===== config.mk =====
export PLATFORM = sky130hd
export DESIGN_NAME = imm_gen_pipe
export DESIGN_NICKNAME = d
export VERILOG_FILES = /design/src/rtl/imm_gen_pipe.sv
export SDC_FILE = /design/constraint.sdc
export NUM_CORES = 1
export LEC_CHECK = 0
export ABC_AREA = 0
export BUFFER_PORTS_ARGS = -buffer_cell sky130_fd_sc_hd__buf_2
export CAP_MARGIN = 10
export CORE_ASPECT_RATIO = 0.7
export CORE_MARGIN = 5
export CORE_UTILIZATION = 58
export CTS_CLUSTER_SIZE = 16
export DETAILED_ROUTE_END_ITERATION = 16
export MAX_ROUTING_LAYER = met4
export PLACE_DENSITY_LB_ADDON = 0.25
export SLEW_MARGIN = 20
export SYNTH_ARGS = -nofsm -noshare
export SYNTH_HDL_FRONTEND = slang
export SYNTH_SLANG_ARGS = --single-unit

===== constraint.sdc =====
create_clock -name clk -period 6.9 [get_ports clk]
set_input_delay 1.035 -clock clk [delete_from_list [all_inputs] [get_ports clk]]
set_output_delay 1.035 -clock clk [all_outputs]
set_load 0.02 [all_outputs]

===== src/rtl/imm_gen_pipe.sv =====
// rtl/imm_gen_pipe.sv - RV32/RV64 immediate generator with a two-entry valid/ready skid stage.
// Immediate is extracted at input acceptance; main register drives execute, skid absorbs a stall.
module imm_gen_pipe #(
  parameter int XLEN  = 32,
  parameter int TAG_W = 5,
  parameter int CNT_W = 16
) (
  input  logic             clk,
  input  logic             rst,
  input  logic             in_valid,
  output logic             in_ready,
  input  logic [31:0]      instr,
  input  logic [2:0]       imm_src,
  input  logic [TAG_W-1:0] in_tag,
  output logic             out_valid,
  input  logic             out_ready,
  output logic [XLEN-1:0]  imm_ext,
  output logic [TAG_W-1:0] out_tag,
  output logic             out_illegal,
  output logic [CNT_W-1:0] illegal_cnt,
  input  logic             cnt_clr
);

  localparam logic [2:0] SRC_I = 3'b000;
  localparam logic [2:0] SRC_S = 3'b001;
  localparam logic [2:0] SRC_B = 3'b010;
  localparam logic [2:0] SRC_U = 3'b011;
  localparam logic [2:0] SRC_J = 3'b100;
  localparam logic [2:0] SRC_Z = 3'b101;

  logic [31:0]      imm32;
  logic [XLEN-1:0]  imm_new;
  logic             ill_new;

  logic             main_valid;
  logic [XLEN-1:0]  main_imm;
  logic [TAG_W-1:0] main_tag;
  logic             main_ill;

  logic             skid_valid;
  logic [XLEN-1:0]  skid_imm;
  logic [TAG_W-1:0] skid_tag;
  logic             skid_ill;

  logic             accept;
  logic             main_free;

  // Opcode bits never contribute to the immediate.
  logic unused_opcode;
  assign unused_opcode = ^instr[6:0];

  // Every format is built as a 32-bit value whose bit 31 is the correct sign (0 for Z),
  // so widening to XLEN is a single sign-extension.
  always_comb begin
    imm32   = 32'd0;
    ill_new = 1'b0;
    case (imm_src)
      SRC_I: imm32 = {{20{instr[31]}}, instr[31:20]};
      SRC_S: imm32 = {{20{instr[31]}}, instr[31:25], instr[11:7]};
      SRC_B: imm32 = {{19{instr[31]}}, instr[31], instr[7], instr[30:25], instr[11:8], 1'b0};
      SRC_U: imm32 = {instr[31:12], 12'd0};
      SRC_J: imm32 = {{11{instr[31]}}, instr[31], instr[19:12], instr[20], instr[30:21], 1'b0};
      SRC_Z: imm32 = {27'd0, instr[19:15]};
      default: begin
        imm32   = 32'd0;
        ill_new = 1'b1;
      end
    endcase
  end

  generate
    if (XLEN > 32) begin : g_wide
      assign imm_new = {{(XLEN-32){imm32[31]}}, imm32};
    end else begin : g_narrow
      assign imm_new = imm32;
    end
  endgenerate

  assign in_ready  = !skid_valid;
  assign accept    = in_valid && in_ready;
  assign main_free = !main_valid || out_ready;

  always_ff @(posedge clk or posedge rst) begin
    if (rst) begin
      main_valid <= 1'b0;
      main_imm   <= '0;
      main_tag   <= '0;
      main_ill   <= 1'b0;
      skid_valid <= 1'b0;
      skid_imm   <= '0;
      skid_tag   <= '0;
      skid_ill   <= 1'b0;
    end else if (main_free) begin
      // Skid is older than any new input, and in_ready is low whenever it is full.
      if (skid_valid) begin
        main_valid <= 1'b1;
        main_imm   <= skid_imm;
        main_tag   <= skid_tag;
        main_ill   <= skid_ill;
        skid_valid <= 1'b0;
      end else if (accept) begin
        main_valid <= 1'b1;
        main_imm   <= imm_new;
        main_tag   <= in_tag;
        main_ill   <= ill_new;
      end else begin
        main_valid <= 1'b0;
      end
    end else if (accept) begin
      skid_valid <= 1'b1;
      skid_imm   <= imm_new;
      skid_tag   <= in_tag;
      skid_ill   <= ill_new;
    end
  end

  always_ff @(posedge clk or posedge rst) begin
    if (rst) begin
      illegal_cnt <= '0;
    end else if (cnt_clr) begin
      illegal_cnt <= '0;
    end else if (accept && ill_new && (illegal_cnt != {CNT_W{1'b1}})) begin
      illegal_cnt <= illegal_cnt + CNT_W'(1);
    end
  end

  assign out_valid   = main_valid;
  assign imm_ext     = main_imm;
  assign out_tag     = main_tag;
  assign out_illegal = main_ill;

endmodule


# == Yosys cells after proc, flatten, opt, wreduce, memory -nomap -nowiden ==
# Index checks and enable logic that the tools add are counted.
# word_totals
register_bits,94
latch_bits,0
ram_bits,0
mem_bits_ro,0
in_bits,45
out_inout_bits,56
elab_cells,44
n_memories,0
# op_classes
add_sub_neg,1
mul,0
div_mod_pow,0
n_lt_le_gt_ge,0
eq_ne,6
shifts,0
muxes,14
n_bitwise,1
n_reduce_logical,13
# op_table
op,count
$pmux W32 S6,1
$mux W32,2
$mux W16,2
$add A16 B1 Y16 const B,1
$ne A16 B16 Y1 const B,1
$mux W5,2
$mux W1,7
$eq A3 B2 Y1 const B,2
$eq A3 B3 Y1 const B,2
$reduce_bool A2 Y1,3
$reduce_or A6 Y1,1
$reduce_and A2 Y1,2
$eq A3 B1 Y1 const B,1
$logic_and A1 B1 Y1,3
$logic_not A3 Y1,1
$logic_not A1 Y1,2
$logic_or A1 B1 Y1,1
$not A1 Y1,1

# == Logic depth before layout (Yosys ltp) ==
# Gate-level depths: netlist of run 1.
# logic_depth
depth_word,7
ltp_mapped,7
mapped_depth_nobuf,5

# == Worst setup path before layout of run 1 ==
# Ideal clock, no wire load.
# synth_timing
kind,in2reg
start,input imm_src[1]
end,register illegal_cnt[7]
setup_time_ps,78
t_arrival_ps,2266
required_ps,6822
slack_ps,4556
stages,5
path_buffers,1
cell_sequence,clkbuf_2 > nand4b_4 > or3_4 > or4_1 > a21oi_1
# synth_via
elab_chain_len,6
elab_cells_between_ends,11
cone_classes,eq/ne: 5; mux: 1; reduce/logical: 5
# synth_lines
element,line,text
"start, declared",13,"input logic [2:0] imm_src,"
"$eq A3 B3 Y1, or another cell as far along",57,case (imm_src)
$reduce_or A6 Y1 (no source line) (*),n/a,
$mux W1 (*),57,
$logic_and A1 B1 Y1 (*) (2 in series),122,end else if (accept && ill_new && (illegal_cnt != {CNT_W{1'b1}})) begin
$reduce_bool A2 Y1 (no source line) (*),n/a,
"end signal, assigned",123,illegal_cnt <= illegal_cnt + CNT_W'(1);
"end, declared",20,"output logic [CNT_W-1:0] illegal_cnt,"
# Mark *: on every way between the ends. The rest lies on a longest branch, timed or not.
# A chain may end at the register's enable or synchronous reset.

# == Final worst setup path of run 1 ==
# layout_timing
start,input out_ready
end,register skid_imm[27]
# layout_via
elab_chain_len,3
# layout_lines
element,line,text
"start, declared",16,"input logic out_ready,"
$logic_or A1 B1 Y1,81,assign main_free = !main_valid || out_ready;
$not A1 Y1 (no source line),n/a,
$reduce_and A2 Y1 (no source line),n/a,
"end signal, assigned",111,skid_imm <= imm_new;
"end, declared",41,logic [XLEN-1:0] skid_imm;
# No other way between the ends.

==> impl_metrics.yaml, run 1 <==
setup_path:
  r2r_end: "skid_imm[27]$_DFFE_PP0P_"
  cp.arrival_ns: 3.71
  r2r_setup_slack_ns: 3.94
  cp_cell_sequence: "buf_2 > nand2b_1 > nand3b_1 > buf_4 > nand2b_1 > o21ai_0"
  endpoint_kind: "flop"
  crit_fanout: 28
  cp_common_cell: "nand2b_1"
  r2r_cells: 5
  worstSetupPathType: "in -> reg"
  worst_path_largest_cell_delay_ns: 0.86
  cp_num_buf_inv: 2
  crit_slowest_cell: "nand3b_1"
  crit_family: "simple AND/OR/NAND/NOR gates"
  start_kind: "input pin"
  rr_startpoint: "out_valid$_DFFE_PP0N_"
  worstPathRequired_ns: 7.17
layout:
  areaGrowthSynthToFinish_pct: 16.4
  antenna_cells: 0
  nFillCells: 585
  drive_gt1_share_pct: 24.2
  final_cell_mix: "94 x dfrtp_1, 93 x buf_2, 61 x nand2_1"
  layout_commonest_cell: "dfrtp_1"
  fin_nets: 591
detailed_routing:
  highest-signal-layer: "met4"
  first_iter_violations: 415
  routed-wl-met3_um: 959
  vias: 3912
  drtAntennaViolNets: 0
  wl_mm: 11.2
  route.met2.wl_mm: 4.96
  via_per_inst: 6.04
  first_pass_iters: 5
  drt-wirelength-per-cell_um: 17.3
  drc: 0
  met1_length_mm: 5.14
sta:
  drv_slew: 0
  whs_ns: 0.480
  setup_viol: 0
  hold_viol_final: 0
  min_period_ns: 3.43
  post-route-period-util_pct: 49.8
  maxSlewHeadroom_pct: 33.1
  worstMarginPinSlew_ns: 1.00
  fin_tns_setup_ns: 0
  rsz0062_at_grt: "false"
  clock_skew_ns: 0.0145
  fmax_ghz: 0.291
power_and_ir_drop:
  power_frac_comb_pct: 21.3
  cellPowerDensity_nw_per_um2: 267
  internal-power_w: 0.000944
  ir_drop_mv: 0.168
  seqPwrFrac_pct: 49.4
  power.share.clock_pct: 29.4
  swShare_pct: 31.4
  netSwitchingPower_w: 0.000432
  p_leak_nw: 2.37
clock_tree:
  htree_levels: 3
  clk_pin_slew_ns: 0.09
  cts_setup_buffers: 0
  clock-root-buffer: "clkbuf_8"
  hold_buffers: 0
  clk-insertion-delay-late_ns: 0.37
  cts_tree: "yes"
  cts.sinks: 94
  cts_resized: 0
  clk_path_buf_depth: 2
  cts_inserted_buffers: 9
synthesis:
  synth_cell_type_count: 50
  synth_edf_count: 0
  avgSynthCellArea_um2: 9.49
  synthTopCellsByArea: "dfrtp_1 53%, a21oi_1 5.9%, o21ai_0 5.9%"
  syn_area_um2: 4430
  synth.largest_area_cell: "dfrtp_1"
  ys_warn_count: 0
  synth_flop_cell: "dfrtp_1"
  synthesis.nets: 513
  ys_seq_elements: 94
  synth_top_area_share_pct: 53.1
  postSynthCellCount: 467
  yosysSeqAreaShare_pct: 53.1
  async_flop_share_pct: 100
floorplanning:
  io_pins: 101
  die_area_um2: 9510
  die_h_um: 83.1
  die_w_um: 114
  num_rows: 26
  start_util_pct: 60.3
  core_um2: 7350
grt:
  first_global_vias: 3763
  grt_max_degree: 51
  grtUsageTotal_pct: 25.0
  grt_overflow: 0
  grt_pass1_wl_mm: 18.6
  antenna_found_initial: 0
placed_design:
  hpwl_mm: 7.72
  portBuffers: 93
  gp_congestion: 0.832
status:
  status: "completed"
hold_path:
  hold_class: "reg -> reg"
  whs_path_depth: 2
  hold_start: "out_tag[0]$_DFFE_PP0P_"
  hold_end: "out_tag[0]$_DFFE_PP0P_"
job:
  drv_cap: 0
layer usage:
metal / vias to the layer above / global-route usage, %
li1: 1833 / -
met1: 1872 / 36.7
met2: 190 / 34.2
met3: 17 / 6.10
met4: 0 / 8.09
met5: - / -
through the flow:
step                setup slack [ns]  power, W  cell area (um^2)  utilization [%]  instances
global route                    3.26   0.00145              5160             70.1        648
CTS                             3.54   0.00138              5160             70.1        648
detailed placement              3.19  0.000982              4930             67.1        632
floorplan                       3.42  0.000877              4430                -        467
global placement                3.24  0.000969              4930             67.1        632
finish                          3.47   0.00138              5160             70.1        648
cell type report:
cell class / count / area (um^2) / share of cell area [%]
repair buffers: 98 / 503 / 9.75
clock inverters: 6 / 93.8 / 1.82
flip-flops and latches: 94 / 2350 / 45.6
inverters: 5 / 20.0 / 0.388
multi-input cells: 337 / 1940 / 37.6
well taps: 98 / 123 / 2.38
clock buffers: 10 / 128 / 2.48
how the worst max path moves through the flow:
stage,startpoint,endpoint,cells past startpoint
global route,out_ready,skid_imm[18]$_DFFE_PP0P_,6
global placement,out_ready,skid_imm[12]$_DFFE_PP0P_,6
detailed placement,out_ready,skid_imm[24]$_DFFE_PP0P_,6
finish,out_ready,skid_imm[27]$_DFFE_PP0P_,6
floorplan,rst,illegal_cnt[0]$_DFFE_PP0P_,1
CTS,out_ready,skid_imm[18]$_DFFE_PP0P_,6
registers in the layout (all words and copies together) (netlist names):
signal / count
skid_tag: 5
skid_valid: 1
out_tag: 5
imm_ext: 32
skid_ill: 1
illegal_cnt: 16
skid_imm: 32
out_illegal: 1
out_valid: 1
kinds of logic after synthesis:
| family | synth area share (%) |
|---|---|
| multiplexers | 5.54 |
| adder cells (fa/ha/maj) | 0.508 |
| AND/OR/NAND/NOR | 18.6 |
| AO/OA/AOI/OAI | 18.9 |
| buffers and inverters | 3.28 |
| flip-flops | 53.1 |
cells in the mapped netlist (2+ instances only):
master,instances
a211oi_1,5
a21oi_1,52
a31oi_1,2
and4_1,2
buf_1,2
buf_2,4
clkbuf_1,23
dfrtp_1,94
inv_1,5
mux2_2,12
mux2i_1,11
nand2_1,61
nand2b_1,12
nand3_1,11
nand3b_1,4
nand4_1,5
nor2_1,40
nor3_1,3
nor3b_1,4
nor4_1,2
o211ai_1,6
o21ai_0,52
o22ai_1,19
o31ai_1,4
or3_1,4
or4_1,4
power by group through the flow:
| stage | Clock [W] | Sequential, W | Combinational, W |
|---|---|---|---|
| floorplan | 0 | 0.000737 | 0.000140 |
| finish | 0.000404 | 0.000679 | 0.000292 |
| CTS | 0.000412 | 0.000678 | 0.000294 |
| global placement | 0 | 0.000685 | 0.000285 |
| global route | 0.000436 | 0.000690 | 0.000323 |
| detailed placement | 0 | 0.000689 | 0.000293 |
worst register-to-register path: cells and delay by family (launching register included):
family,cells,cell delay (ns)
AND/OR/NAND/NOR,3,1.76
AO/OA/AOI/OAI,1,0.22
flip-flops,1,0.39
buffers and inverters,1,0.44
Power figures use the tool's default switching activity.
==> run 2, diff against run 1 <==
--- a/config.mk
+++ b/config.mk
@@ -10,7 +10,7 @@
 export CAP_MARGIN = 10
 export CORE_ASPECT_RATIO = 0.7
 export CORE_MARGIN = 5
-export CORE_UTILIZATION = 58
+export CORE_UTILIZATION = 54
 export CTS_CLUSTER_SIZE = 16
 export DETAILED_ROUTE_END_ITERATION = 16
 export MAX_ROUTING_LAYER = met4
==> constraint.sdc (replaced) <==
create_clock -name clk -period 3.45 [get_ports clk]
set_input_delay 0.5175 -clock clk [delete_from_list [all_inputs] [get_ports clk]]
set_output_delay 0.5175 -clock clk [all_outputs]
set_load 0.02 [all_outputs]
==> impl_metrics.yaml, run 2 (same netlist as run 1, synthesis figures left out) <==
status:
  status: "completed"
clock_tree:
  cts_tree: "yes"
  hold_buffers: 0
  clk-insertion-delay-late_ns: 0.34
  clock-root-buffer: "clkbuf_16"
  cts_setup_buffers: 0
  cts.sinks: 94
  cts_resized: 0
  clk_path_buf_depth: 2
  cts_inserted_buffers: 9
  htree_levels: 3
  clk_pin_slew_ns: 0.06
setup_path:
  cp.arrival_ns: 2.50
  worstSetupPathType: "reg -> reg"
  cp_cell_sequence: "buf_4 > o21a_1 > nand3_1 > o22ai_1"
  rr_startpoint: "skid_valid$_DFFE_PP0P_"
  endpoint_kind: "flop"
  crit_fanout: 19
  setup.worst_path.start: "skid_valid$_DFFE_PP0P_"
  worst_path_largest_cell_delay_ns: 0.63
  worstPathRequired_ns: 3.68
  crit_slowest_cell: "dfrtp_1"
  start_kind: "flop"
power_and_ir_drop:
  power_frac_comb_pct: 19.9
  internal-power_w: 0.00208
  swShare_pct: 29.8
  p_leak_nw: 2.43
  power.share.clock_pct: 33.8
  seqPwrFrac_pct: 46.2
  cellPowerDensity_nw_per_um2: 562
  netSwitchingPower_w: 0.000882
  ir_drop_mv: 0.400
sta:
  setup_viol: 0
  hold_viol_final: 0
  maxSlewHeadroom_pct: 41.9
  clock_skew_ns: 0.00641
  fmax_ghz: 0.442
  worstMarginPinSlew_ns: 0.870
  fin_ws_ns: 1.19
  fin_tns_setup_ns: 0
  rsz0062_at_grt: "false"
  min_period_ns: 2.26
  drv_slew: 0
  post-route-period-util_pct: 65.6
detailed_routing:
  wl_mm: 11.6
  first_iter_violations: 422
  drc: 0
  drtAntennaViolNets: 0
  first_pass_iters: 5
  via_per_inst: 6.07
  drt-wirelength-per-cell_um: 17.8
  vias: 3956
grt:
  grtUsageTotal_pct: 24.3
  first_global_vias: 3811
  grt_overflow: 0
  antenna_found_initial: 0
  grt_pass1_wl_mm: 19.3
  grt_max_degree: 56
layout:
  antenna_cells: 0
  areaGrowthSynthToFinish_pct: 18.8
  final_cells: 652
  layout_commonest_cell: "dfrtp_1"
  nFillCells: 659
  fin_nets: 592
  drive_gt1_share_pct: 24.3
  final_cell_mix: "94 x dfrtp_1, 93 x buf_2, 61 x nand2_1"
floorplanning:
  die_area_um2: 10100
  io_pins: 101
  die_h_um: 85.8
  start_util_pct: 55.8
  die_w_um: 118
  core_um2: 7940
  num_rows: 27
placed_design:
  portBuffers: 93
  post-place-cells: 636
  place_ws_ns: 1.12
  hpwl_mm: 7.98
  gp_congestion: 0.820
job:
  drv_cap: 0
hold_path:
  hold_class: "in -> async"
==> run 2: cell types whose count changed in the layout (fill, tap and decap cells not counted) <==
cell / before / now
clkbuf_16: 0 / 9
clkbuf_8: 9 / 2
clkinv_2: 1 / 3
clkinv_4: 2 / 0
buf_12: 0 / 1
bufinv_16: 2 / 1
clkinvlp_4: 1 / 0
inv_4: 0 / 1
inv_6: 1 / 0
==> run 2: power by group through the flow <==
stage	combinational (W)	sequential, W	clock, W
6_report	0.000590	0.00137	0.00100
5_1_grt	0.000653	0.00139	0.00106
4_1_cts	0.000595	0.00137	0.00102
3_5_place_dp	0.000591	0.00138	0
3_3_place_gp	0.000574	0.00137	0
2_1_floorplan	0.000280	0.00147	0
==> run 2: critical path, delay by kind of cell (launching register included) <==
| family | cells | cell delay (ns) |
|---|---|---|
| flip-flops | 1 | 0.63 |
| AO/OA/AOI/OAI | 2 | 0.61 |
| AND/OR/NAND/NOR | 1 | 0.61 |
| buffers and inverters | 1 | 0.29 |
==> run 2: layer usage <==
| layer | part of all wire (%) | track usage (%) |
|---|---|---|
| met4 | 0.78 | 5.42 |
| met3 | 6.9 | 6.26 |
| met5 | 0 | - |
| met1 | 47 | 34.3 |
| met2 | 45 | 35.6 |
==> run 2: cell type report <==
| class | instances | area, um^2 | area share, % |
|---|---|---|---|
| clock buffers | 12 | 256 | 4.88 |
| well taps | 101 | 126 | 2.40 |
| flip-flops and latches | 94 | 2350 | 44.7 |
| multi-input cells | 337 | 1940 | 36.8 |
| inverters | 5 | 21.3 | 0.404 |
| clock inverters | 4 | 45.0 | 0.856 |
| repair buffers | 99 | 523 | 9.94 |
==> run 2: final timing paths <==
check | end | slack (ns) | cells past startpoint
min reg2reg | out_tag[0]$_DFFE_PP0P_ | 0.48 | 2
max in group asynchronous | illegal_cnt[13]$_DFFE_PP0P_ | 2.48 | 3
max | imm_ext[28]$_DFFE_PP0P_ | 1.19 | 4
min | out_tag[0]$_DFFE_PP0P_ | 0.30 | 2
max reg2reg | imm_ext[28]$_DFFE_PP0P_ | 1.19 | 4
min in group clk | skid_tag[1]$_DFFE_PP0P_ | 0.42 | 2
==> run 2: stage by stage <==
step	utilization (%)	total power (W)	hold slack, ns	area (um^2)
3_3_place_gp	62.5	0.00194	0.456	4960
4_1_cts	66.3	0.00298	0.402	5260
5_1_grt	66.3	0.00310	0.347	5260
3_5_place_dp	62.5	0.00197	0.470	4960
2_1_floorplan	-	0.00175	0.449	4430
6_report	66.3	0.00296	0.296	5260
